### config.mk
export PLATFORM = sky130hd
export DESIGN_NAME = booth_mul_arbiter
export DESIGN_NICKNAME = d
export VERILOG_FILES = /design/src/rtl/booth_mul_arbiter.sv
export SDC_FILE = /design/constraint.sdc
export NUM_CORES = 1
export LEC_CHECK = 0
export ABC_AREA = 1
export BUFFER_PORTS_ARGS = -buffer_cell sky130_fd_sc_hd__buf_2
export CAP_MARGIN = 25
export CORE_ASPECT_RATIO = 2
export CORE_MARGIN = 3
export CORE_UTILIZATION = 50
export DETAILED_ROUTE_END_ITERATION = 10
export HOLD_SLACK_MARGIN = 0.05
export PLACE_DENSITY = 0.95
export REMOVE_ABC_BUFFERS = 1
export SYNTH_ARGS = -nofsm -noshare
export SYNTH_HDL_FRONTEND = slang
export SYNTH_SLANG_ARGS = --single-unit
### constraint.sdc
create_clock -name clk -period 5.75 [get_ports clk]
set_clock_uncertainty 0.1 [all_clocks]
set_input_delay 1.15 -clock clk [delete_from_list [all_inputs] [get_ports clk]]
set_output_delay 1.15 -clock clk [all_outputs]
set_load 0.05 [all_outputs]
### src/rtl/booth_mul_arbiter.sv
// Round-robin front end that shares one booth_multiplier among NREQ requesters
// and returns each signed product, tagged with its owner, on one response channel.
//
// state | meaning
// IDLE  | searching from rr_ptr for a valid requester
// START | one-cycle start pulse with registered operands
// WAIT  | waiting for multiplier done (first cycle masked)
// RESP  | product and id presented until accepted
module booth_mul_arbiter #(
    parameter int NREQ  = 4,
    parameter int WIDTH = 4,
    localparam int IDW  = (NREQ > 1) ? $clog2(NREQ) : 1
) (
    input  logic                    clk,
    input  logic                    rst,
    input  logic [NREQ-1:0]         req_valid,
    output logic [NREQ-1:0]         req_ready,
    input  logic [NREQ*WIDTH-1:0]   req_a,
    input  logic [NREQ*WIDTH-1:0]   req_b,
    output logic                    rsp_valid,
    input  logic                    rsp_ready,
    output logic [IDW-1:0]          rsp_id,
    output logic [2*WIDTH-1:0]      rsp_product,
    output logic                    mul_start,
    output logic [WIDTH-1:0]        mul_multiplicand,
    output logic [WIDTH-1:0]        mul_multiplier,
    input  logic [2*WIDTH-1:0]      mul_product,
    input  logic                    mul_done,
    output logic                    busy
);

    typedef enum logic [1:0] {IDLE, START, WAIT, RESP} state_t;

    state_t               state;
    state_t               state_next;
    logic [IDW-1:0]       rr_ptr;
    logic [IDW-1:0]       grant;
    logic                 grant_found;
    logic                 first_wait;
    logic                 capture;
    logic [WIDTH-1:0]     op_a;
    logic [WIDTH-1:0]     op_b;
    logic [IDW-1:0]       id_q;
    logic [2*WIDTH-1:0]   product_q;
    logic [WIDTH-1:0]     a_arr [NREQ];
    logic [WIDTH-1:0]     b_arr [NREQ];

    for (genvar i = 0; i < NREQ; i++) begin : g_unpack
        assign a_arr[i] = req_a[i*WIDTH +: WIDTH];
        assign b_arr[i] = req_b[i*WIDTH +: WIDTH];
    end

    always_comb begin
        grant       = '0;
        grant_found = 1'b0;
        for (int k = 0; k < NREQ; k++) begin
            if (!grant_found && req_valid[IDW'((int'(rr_ptr) + k) % NREQ)]) begin
                grant       = IDW'((int'(rr_ptr) + k) % NREQ);
                grant_found = 1'b1;
            end
        end
    end

    always_comb begin
        req_ready = '0;
        if (state == IDLE && grant_found) begin
            req_ready[grant] = 1'b1;
        end
    end

    // A level done still high from the previous operation must not be taken
    // as completion, so the first WAIT cycle never captures.
    assign capture = (state == WAIT) && !first_wait && mul_done;

    always_comb begin
        state_next = state;
        case (state)
            IDLE:    if (grant_found) state_next = START;
            START:   state_next = WAIT;
            WAIT:    if (capture) state_next = RESP;
            RESP:    if (rsp_ready) state_next = IDLE;
            default: state_next = IDLE;
        endcase
    end

    always_ff @(posedge clk) begin
        if (rst) begin
            state      <= IDLE;
            rr_ptr     <= '0;
            first_wait <= 1'b0;
            op_a       <= '0;
            op_b       <= '0;
            id_q       <= '0;
            product_q  <= '0;
        end else begin
            state      <= state_next;
            first_wait <= (state == START);
            if (state == IDLE && grant_found) begin
                op_a   <= a_arr[grant];
                op_b   <= b_arr[grant];
                id_q   <= grant;
                rr_ptr <= IDW'((int'(grant) + 1) % NREQ);
            end
            if (capture) begin
                product_q <= mul_product;
            end
        end
    end

    assign mul_start        = (state == START);
    assign mul_multiplicand = op_a;
    assign mul_multiplier   = op_b;
    assign rsp_valid        = (state == RESP);
    assign rsp_id           = id_q;
    assign rsp_product      = product_q;
    assign busy             = (state != IDLE);

endmodule

* Yosys cells after proc, flatten, opt, wreduce, memory -nomap -nowiden
Cells that the tools add are included.
W data, S select, Z words.
** Cells by class
- Magnitude comparators :: 7
- Add/subtract/negate cells :: 4
- Eq/ne operators :: 6
- Bitwise operators :: 1
- Multiplexer cells :: 33
- Reduce and logical (&&, ||, !) cells :: 14
** Operator list (count)
- $mux W4 :: 5
- $bmux W4 S2 :: 2
- $lt A2 B4 Y1 const B :: 4
- $mux W2 :: 7
- $mux W1 :: 13
- $bmux W1 S2 :: 4
- $pmux W2 S4 :: 1
- $logic_and A1 B1 Y1 :: 7
- $add A2 B1 Y2 const B :: 2
- $add A2 B2 Y2 const B :: 2
- $eq A2 B2 Y1 const B :: 2
- $logic_not A1 Y1 :: 4
- $ne A2 B2 Y1 const B :: 2
- $ge A3 B3 Y1 const B :: 1
- $lt A2 B3 Y1 const B :: 1
- $not A2 Y3 :: 1
- $reduce_and A3 Y1 :: 1
- $demux W1 S2 :: 1
- $eq A2 B1 Y1 const B :: 1
- $ge A2 B1 Y1 const B :: 1
- $logic_not A2 Y1 :: 1
- $ne A2 B1 Y1 const B :: 1
- $reduce_bool A2 Y1 :: 1
** Storage, ports and cells
- Bits of input ports :: 48
- Flip-flop bits (word level) :: 23

* Logic depth before layout (Yosys ltp)
Gate-level depths: netlist of run 1.
- Word-level depth :: 18
- Mapped depth :: 15
- Gate-level depth less buffers :: 15

* Least setup slack after synthesis of run 1
Ideal clock, no wire load.
- Kind :: input -> output
- Start point :: in req_valid[1]
- End point :: out req_ready[0]
- Required time :: 4.500 ns
- Data arrival time :: 2.715 ns
- Path slack :: 1.785 ns
- Stages :: 10
- Cell sequence :: inv_1 nand2_1 nand3_1 nand2_4 a21oi_2 nand2_2 nand2_8 buf_12 nand2_2 nor2_1
** On the way
- Word-level cells in the longest chain between the ends :: 18
- Elaborated cells on any way between the ends :: 33
- Classes of those cells :: order compare (2); mux (23); reduce/logical (8)
** RTL lines
- from (decl) :: line 16 : input logic [NREQ-1:0] req_valid,
- $bmux W1 S2 :: line 57 : if (!grant_found && req_valid[IDW'((int'(rr_ptr) + k) % NREQ)]) begin
- $mux W1 (not written as such) (2 in a row) :: line 57
- $mux W1 :: line 57
- $logic_not A1 Y1 :: line 57
- $logic_and A1 B1 Y1 :: line 57
- $mux W1 :: line 57
- $logic_not A1 Y1 :: line 57
- $logic_and A1 B1 Y1 :: line 57
- $mux W1 :: line 57
- $logic_not A1 Y1 :: line 57
- $logic_and A1 B1 Y1 :: line 57
- $mux W2 :: line 57
- $lt A2 B3 Y1 (not written as such) / $ge A2 B1 Y1 (equally long branches) :: line 67 : req_ready[grant] = 1'b1;
- $logic_and A1 B1 Y1 (not written as such) :: line 67
- $mux W1 (not written as such) :: line 67
- $demux W1 S2 :: line 67
- $mux W4 (*) :: line 66 : if (state == IDLE && grant_found) begin
- to (decl) :: line 17 : output logic [NREQ-1:0] req_ready,
Every way passes the cells marked *; elsewhere a longest branch is shown, timed or not. The select of a mux whose other input is x is not followed.

* Final worst setup path of run 1
- Start point :: in req_valid[1]
- End point :: out req_ready[3]
Same word-level chain as after synthesis.

==> metrics.md, run 1 <==
| Metric | Value |
|---|---|
| Post-cts sizing count | `0` |
| Final period utilization | `0.712` |
| Leak | `about 1.2 nW` |
| Initial Util | `0.526` |
| Clock transition at path regs | `0.08 ns` |
| #FFs+latches synth | `23` |
| GRT overflow | `0` |
| Port Buffers | `72` |
| Ys Warns | `0` |
| Pins Over Slew Limit | `0` |
| Count of cell types in the netlist | `30` |
| Largest net degree at the start of global routing | `24` |
| Fin crit period | `4.09 ns` |
| Maximum vdd drop | `0.000603 V` |
| DPL Wire Length | `between 3 and 4 mm` |
| Placed inst area | `0.00199 sq mm` |
| Crit-path max FO | `21` |
| Internal power | `527 uW` |
| CP max-delay cell | `nor2_4` |
| Clk_lat worst skew | `0.26 ns` |
| Final Hold Violating Endpoints | `0` |
| I/O Pins | `73` |
| Gpl congestion | `approximately 0.87` |
| Switching part of the total power | `0.601` |
| ANT cells | `0` |
| Setup Viol. Count Final | `0` |
| Area added between synthesis and finish | `21.2%` |
| Tot GR Track Use | `0.206` |
| Clock Tree Buf Depth | `2` |
| Switching power total | `around 800 uW` |
| Setup Buffers After CTS | `0` |
| Seq/Total Area, Yosys | `0.274` |
| Max Cap Viol | `0` |
| CTS root buffer | `clkbuf_8` |
| Vias per cell | `slightly above 5` |
| Outcome | `finished clean` |
| Critical path class | `in -> out` |
| Post-Syn Instances | `around 270` |
| Hold_buf cts | `0` |
| RSZ-0062 raised after global routing | `no` |
| Pwr per Cell Area | `approximately 650 mW/mm^2` |
| Total power | `1.32 mW` |
| Post-route ant nets | `0` |
| Clock buffer count from CTS | `3` |
| Core area | `between 0.003 and 0.004 sq mm` |
| Die X | `approximately 47 um` |
| Clock sink total | `23` |
| Max-Slew Margin vs Limit | `0.653` |
| NumNets Final | `around 390` |
| Number of global-route vias before repair | `between 1.5k and 2k` |
| Setup TNS | `0 ns` |
| FP Rows | `29` |
| Initial DRC Count | `48` |
| CTS tree | `built` |
| Avg Cell Area, Syn | `6.34 sq um` |
| FMAX | `0.244 GHz` |
| Buffers & Inverters on Critical Path | `4` |
| Crit end category | `output port` |
| DRC viols | `0` |
| Power share of the clock group | `0.076` |
| Cells along the critical path | `buf_2, inv_1, nand2_1, nand3_1, nand2_4, nor2_4, nand3b_1, nand2_2, nor2_4, inv_1, nor2_1, buf_2` |
| Wirelength per Cell | `11.3 um` |
| H-tree depth | `1` |
| Family with the most delay on the worst path | `simple AND/OR/NAND/NOR gates` |
| Fraction of layout cells with a size suffix above 1 | `0.319` |
| Sequential share of power | `0.179` |
| Crit path largest cell delay | `~0.30 ns` |
| WL final | `slightly above 4 mm` |
| Required time of the critical path | `between 4 and 5 ns` |
| Logic pwr share | `0.744` |
| Die area | `a little over 0.004 sq mm` |
| CP arrival | `between 2 and 3 ns` |
| Initial antenna violation count | `0` |
| Fin area | `between 0.002 and 0.0025 sq mm` |
| CP Launch Type | `primary input` |
| Routed vias | `roughly 1.8k` |
| Mapped Area | `approximately 0.0017 sq mm` |
| HP Class | `reg -> reg` |
| Global-route wire length before repair | `approximately 6.5 mm` |
| First-pass detailed-route iteration total | `5` |
| Die Y | `88.0 um` |
| Worst Tran Pin Value | `about 0.52 ns` |
-- per-stage QoR --
stage,hold WS [ns],cells,worst slack [ns],utilization
finish,0.360,363,1.66,0.638
CTS,0.363,363,1.67,0.638
global placement,0.345,359,1.75,0.623
floorplan,0.372,256,1.72,-
detailed placement,0.350,359,1.68,0.623
global route,0.385,363,1.51,0.638
-- synthesized netlist by cell type --
master | number | area share
nor3b_1 | 1 | 0.0045
nand3_1 | 19 | 0.057
dfxtp_1 | 23 | 0.27
inv_1 | 23 | 0.051
nand3_2 | 2 | 0.012
a22oi_1 | 1 | 0.0045
buf_4 | 2 | 0.0089
nor2_4 | 2 | 0.013
nand3b_1 | 9 | 0.040
a21oi_2 | 1 | 0.0052
nand2_4 | 2 | 0.013
buf_6 | 4 | 0.027
buf_12 | 1 | 0.012
nand2_8 | 1 | 0.012
a21oi_1 | 11 | 0.033
clkbuf_1 | 1 | 0.0022
o21ai_2 | 1 | 0.0052
o211ai_1 | 1 | 0.0045
nor2_2 | 3 | 0.011
ha_1 | 5 | 0.037
a211oi_1 | 1 | 0.0045
inv_2 | 2 | 0.0045
nand2_2 | 16 | 0.060
buf_2 | 1 | 0.0030
nor2_1 | 31 | 0.069
nand4_1 | 2 | 0.0074
clkinv_1 | 1 | 0.0022
nand2_1 | 96 | 0.21
or2_1 | 1 | 0.0037
a31oi_1 | 1 | 0.0037
-- metal layers --
layer  vias to the layer above  routed length [um]  global-route usage
li1                        953                   -                   -
met1                       818                1440               0.195
met2                        59                2330               0.393
met3                        14                 219              0.0288
met4                         0                 129               0.101
met5                         -                   0                   0
-- cells in the final DEF (no fill, tap or decap), drive strengths merged --
master | Yosys | layout
a211oi | 1 | 1
a21oi | 12 | 12
a22oi | 1 | 1
a31oi | 1 | 1
buf | 8 | 72
clkbuf | 1 | 3
clkinv | 1 | 2
dfxtp | 23 | 23
ha | 5 | 5
inv | 25 | 25
nand2 | 115 | 115
nand3 | 21 | 21
nand3b | 9 | 9
nand4 | 2 | 2
nor2 | 36 | 36
nor3b | 1 | 1
o211ai | 1 | 1
o21ai | 1 | 1
or2 | 1 | 1
-- worst min-delay path: stages, from the launching register on --
cell and delay, ns:
dfxtp_1 0.31, nand2_1 0.06, a21oi_1 0.05
-- worst paths after layout --
path / endpoint / cells past startpoint / slack (ns) / startpoint
max: req_ready[3] / 12 / 1.66 / req_valid[1]
min: rsp_product[3] / 2 / 0.36 / rsp_product[3]
max reg2reg: mul_multiplier[0] / 14 / 3.34 / rr_ptr[0]
min reg2reg: rsp_product[3] / 2 / 0.36 / rsp_product[3]
-- cells by family (layout without fill, tap and decap cells) --
| kind of cell | Yosys count | in the layout | synth area share |
|---|---|---|---|
| DFF | 23 | 23 | 0.274 |
| and+or+nand+nor | 185 | 185 | 0.518 |
| buffers and inverters | 35 | 102 | 0.111 |
| AOI/OAI and AO/OA | 17 | 17 | 0.0603 |
| adders and majority gates | 5 | 5 | 0.0372 |
-- cell type report --
| class | count | area [sq um] |
|---|---|---|
| clock buffer | 3 | 41.3 |
| clock inverter | 1 | 5.00 |
| fill | 302 | 1160 |
| inverter | 26 | 97.6 |
| multi-input combinational | 207 | 1030 |
| sequential | 23 | 460 |
| tap | 31 | 38.8 |
| timing repair buffer | 72 | 360 |
-- flip-flops by register name (all words and copies together), names as in the netlist --
register	cells
mul_multiplicand	4
first_wait	1
rsp_product	8
rr_ptr	2
rsp_id	2
mul_multiplier	4
state	2
-- power by group through the flow --
stage	Combinational (mW)	Clock, mW	Sequential, mW
final	0.984	0.101	0.237
after detailed placement	0.985	0	0.240
after global placement	0.959	0	0.240
after CTS	0.990	0.102	0.237
after global routing	1.09	0.109	0.243
after floorplan	0.710	0	0.323
No activity file was read; power rests on OpenSTA's default activity.
==> run 2: changes to the inputs <==
--- a/config.mk
+++ b/config.mk
@@ -10,10 +10,10 @@
 export CAP_MARGIN = 25
 export CORE_ASPECT_RATIO = 2
 export CORE_MARGIN = 3
-export CORE_UTILIZATION = 50
+export CORE_UTILIZATION = 48
 export DETAILED_ROUTE_END_ITERATION = 10
 export HOLD_SLACK_MARGIN = 0.05
-export PLACE_DENSITY = 0.95
+export PLACE_DENSITY = 0.93
 export REMOVE_ABC_BUFFERS = 1
 export SYNTH_ARGS = -nofsm -noshare
 export SYNTH_HDL_FRONTEND = slang
==> constraint.sdc (replaced) <==
create_clock -name clk -period 4.1 [get_ports clk]
set_clock_uncertainty 0.1 [all_clocks]
set_input_delay 0.82 -clock clk [delete_from_list [all_inputs] [get_ports clk]]
set_output_delay 0.82 -clock clk [all_outputs]
set_load 0.05 [all_outputs]
==> metrics.md, run 2 (synthesis gave the netlist of run 1 again) <==
| Metric | Value |
|---|---|
| NumNets Final | `386 (unchanged)` |
| Fin crit period | `roughly 3.5 ns` |
| Critical Path Start | `rr_ptr[0]` |
| Post-cts sizing count | `0 (unchanged)` |
| WL final | `4.12 mm (+0.15%)` |
| RSZ-0062 raised after global routing | `no` |
| Initial DRC Count | `38 (-21%)` |
| Largest net degree at the start of global routing | `24 (unchanged)` |
| CTS root buffer | `clkbuf_8` |
| Pins Over Slew Limit | `0 (unchanged)` |
| Clock transition at path regs | `0.08 ns (about the same)` |
| Critical path class | `reg -> out` |
| Maximum vdd drop | `0.000632 V (+4.7%)` |
| Max Cap Viol | `0 (unchanged)` |
| Final period utilization | `0.862` |
| CP arrival | `2.62 ns (-0.22 ns)` |
| Layout Utilization | `0.624 (-0.0142)` |
| Pwr per Cell Area | `911 mW/mm^2 (+40%)` |
| Post-route ant nets | `0 (unchanged)` |
| Setup Buffers After CTS | `0 (unchanged)` |
| Wirelength per Cell | `11.3 um (+0.15%)` |
| Outcome | `finished clean` |
| Max-Slew Margin vs Limit | `0.662 (+0.00907)` |
| Final Hold Violating Endpoints | `0 (unchanged)` |
| H-tree depth | `1 (unchanged)` |
| GRT overflow | `0 (unchanged)` |
| Worst Tran Pin Value | `0.506 ns (-0.0136 ns)` |
| Max FFs per register | `8 (unchanged)` |
| I/O Pins | `73 (unchanged)` |
| HP Class | `reg -> reg` |
| Fraction of layout cells with a size suffix above 1 | `0.319 (unchanged)` |
| Die X | `47.8 um (+1.8%)` |
| Die area | `0.00429 sq mm (+3.8%)` |
| Clock Tree Buf Depth | `2 (unchanged)` |
| Clk_lat worst skew | `0.26 ns (about the same)` |
| Total power | `1.86 mW (+40%)` |
| Port Buffers | `72 (unchanged)` |
| R2R setup slack | `1.70 ns (-1.64 ns)` |
| FMAX | `between 0.2 and 0.3 GHz` |
| FP Rows | `29 (unchanged)` |
| ANT cells | `0 (unchanged)` |
| Tot GR Track Use | `0.211 (+0.00495)` |
| Crit end category | `output port` |
| First-pass detailed-route iteration total | `5 (unchanged)` |
| Leak | `1.16 nW (unchanged)` |
| Initial antenna violation count | `0 (unchanged)` |
| Gpl congestion | `0.769 (-11%)` |
| Global-route wire length before repair | `6.78 mm (+3.8%)` |
| Commonest non-fill, non-tap cell in the layout | `nand2_1` |
| Core area | `0.00327 sq mm (+2.3%)` |
| Vias per cell | `5.03 (-0.92%)` |
| Worst Hold Launch | `rsp_product[5]` |
| FF-to-FF Start | `rr_ptr[0]` |
| CTS tree | `built` |
| Die Y | `89.7 um (+1.9%)` |
| DRC viols | `0 (unchanged)` |
| Clock buffer count from CTS | `3 (unchanged)` |
| Routed vias | `1827 (-0.92%)` |
| Hold_buf cts | `0 (unchanged)` |
| CP Launch Type | `register` |
| DPL Wire Length | `3.27 mm (+0.65%)` |
| Clock sink total | `23 (unchanged)` |
| Number of global-route vias before repair | `1699 (-2.2%)` |
| Initial Util | `0.515 (-0.0117)` |
| Required time of the critical path | `3.18 ns (-1.32 ns)` |
| Setup TNS | `0 ns (unchanged)` |
| Setup Viol. Count Final | `0 (unchanged)` |
| Commonest non-fill, non-tap cells in the layout | `96 x nand2_1, 72 x buf_2, 31 x nor2_1` |
| Crit-path max FO | `21 (unchanged)` |
| Area added between synthesis and finish | `21.2% (unchanged)` |
-- run 2: cell counts in the layout (fill, tap and decap cells not counted) --
Identical to the previous run, type by type.
-- run 2: stage by stage --
step / hold slack, ns / instances / setup WS, ns / cell area (sq um)
final: 0.363 / 363 / 0.564 / 2040
after global routing: 0.384 / 363 / 0.344 / 2040
after CTS: 0.362 / 363 / 0.570 / 2040
after detailed placement: 0.349 / 359 / 0.728 / 1990
after global placement: 0.346 / 359 / 0.758 / 1990
after floorplan: 0.372 / 256 / 0.727 / 1590
-- run 2: critical path, stage by stage (launching register included) --
cell,delay [ns]
dfxtp_1,0.63
inv_2,0.18
nand2_2,0.11
nand2_2,0.08
o21ai_2,0.18
nand3b_1,0.16
nand2_2,0.26
nor2_4,0.30
inv_1,0.08
nor2_1,0.10
buf_2,0.27
-- run 2: report_power, final --
part	leakage, nW	total (mW)	switching (mW)	internal (mW)
registers	0.188	0.335	0.0520	0.283
clock network	0.0255	0.141	0.0727	0.0678
logic	0.944	1.38	0.992	0.389
-- run 2: area by class of cell --
cell class / count / area [sq um]
multi-input combinational: 207 / 1030
clock inverter: 1 / 5.00
timing repair buffer: 72 / 360
inverter: 26 / 97.6
tap: 31 / 38.8
clock buffer: 3 / 41.3
sequential: 23 / 460
fill: 313 / 1230
-- run 2: path summary, 6_finish.rpt --
| check | end | depth (start not counted) |
|---|---|---|
| worst max-delay path | req_ready[3] | 10 |
| worst max register to register | mul_multiplier[2] | 13 |
| worst min-delay path | rsp_product[5] | 2 |
| worst min register to register | rsp_product[5] | 2 |
-- run 2: layer usage --
metal  track usage  part of all wire  up-vias
li1              -                 -      960
met2         0.394              0.57       60
met5             0                 0        -
met3        0.0259             0.039        7
met1         0.215              0.37      800
met4        0.0931             0.018        0
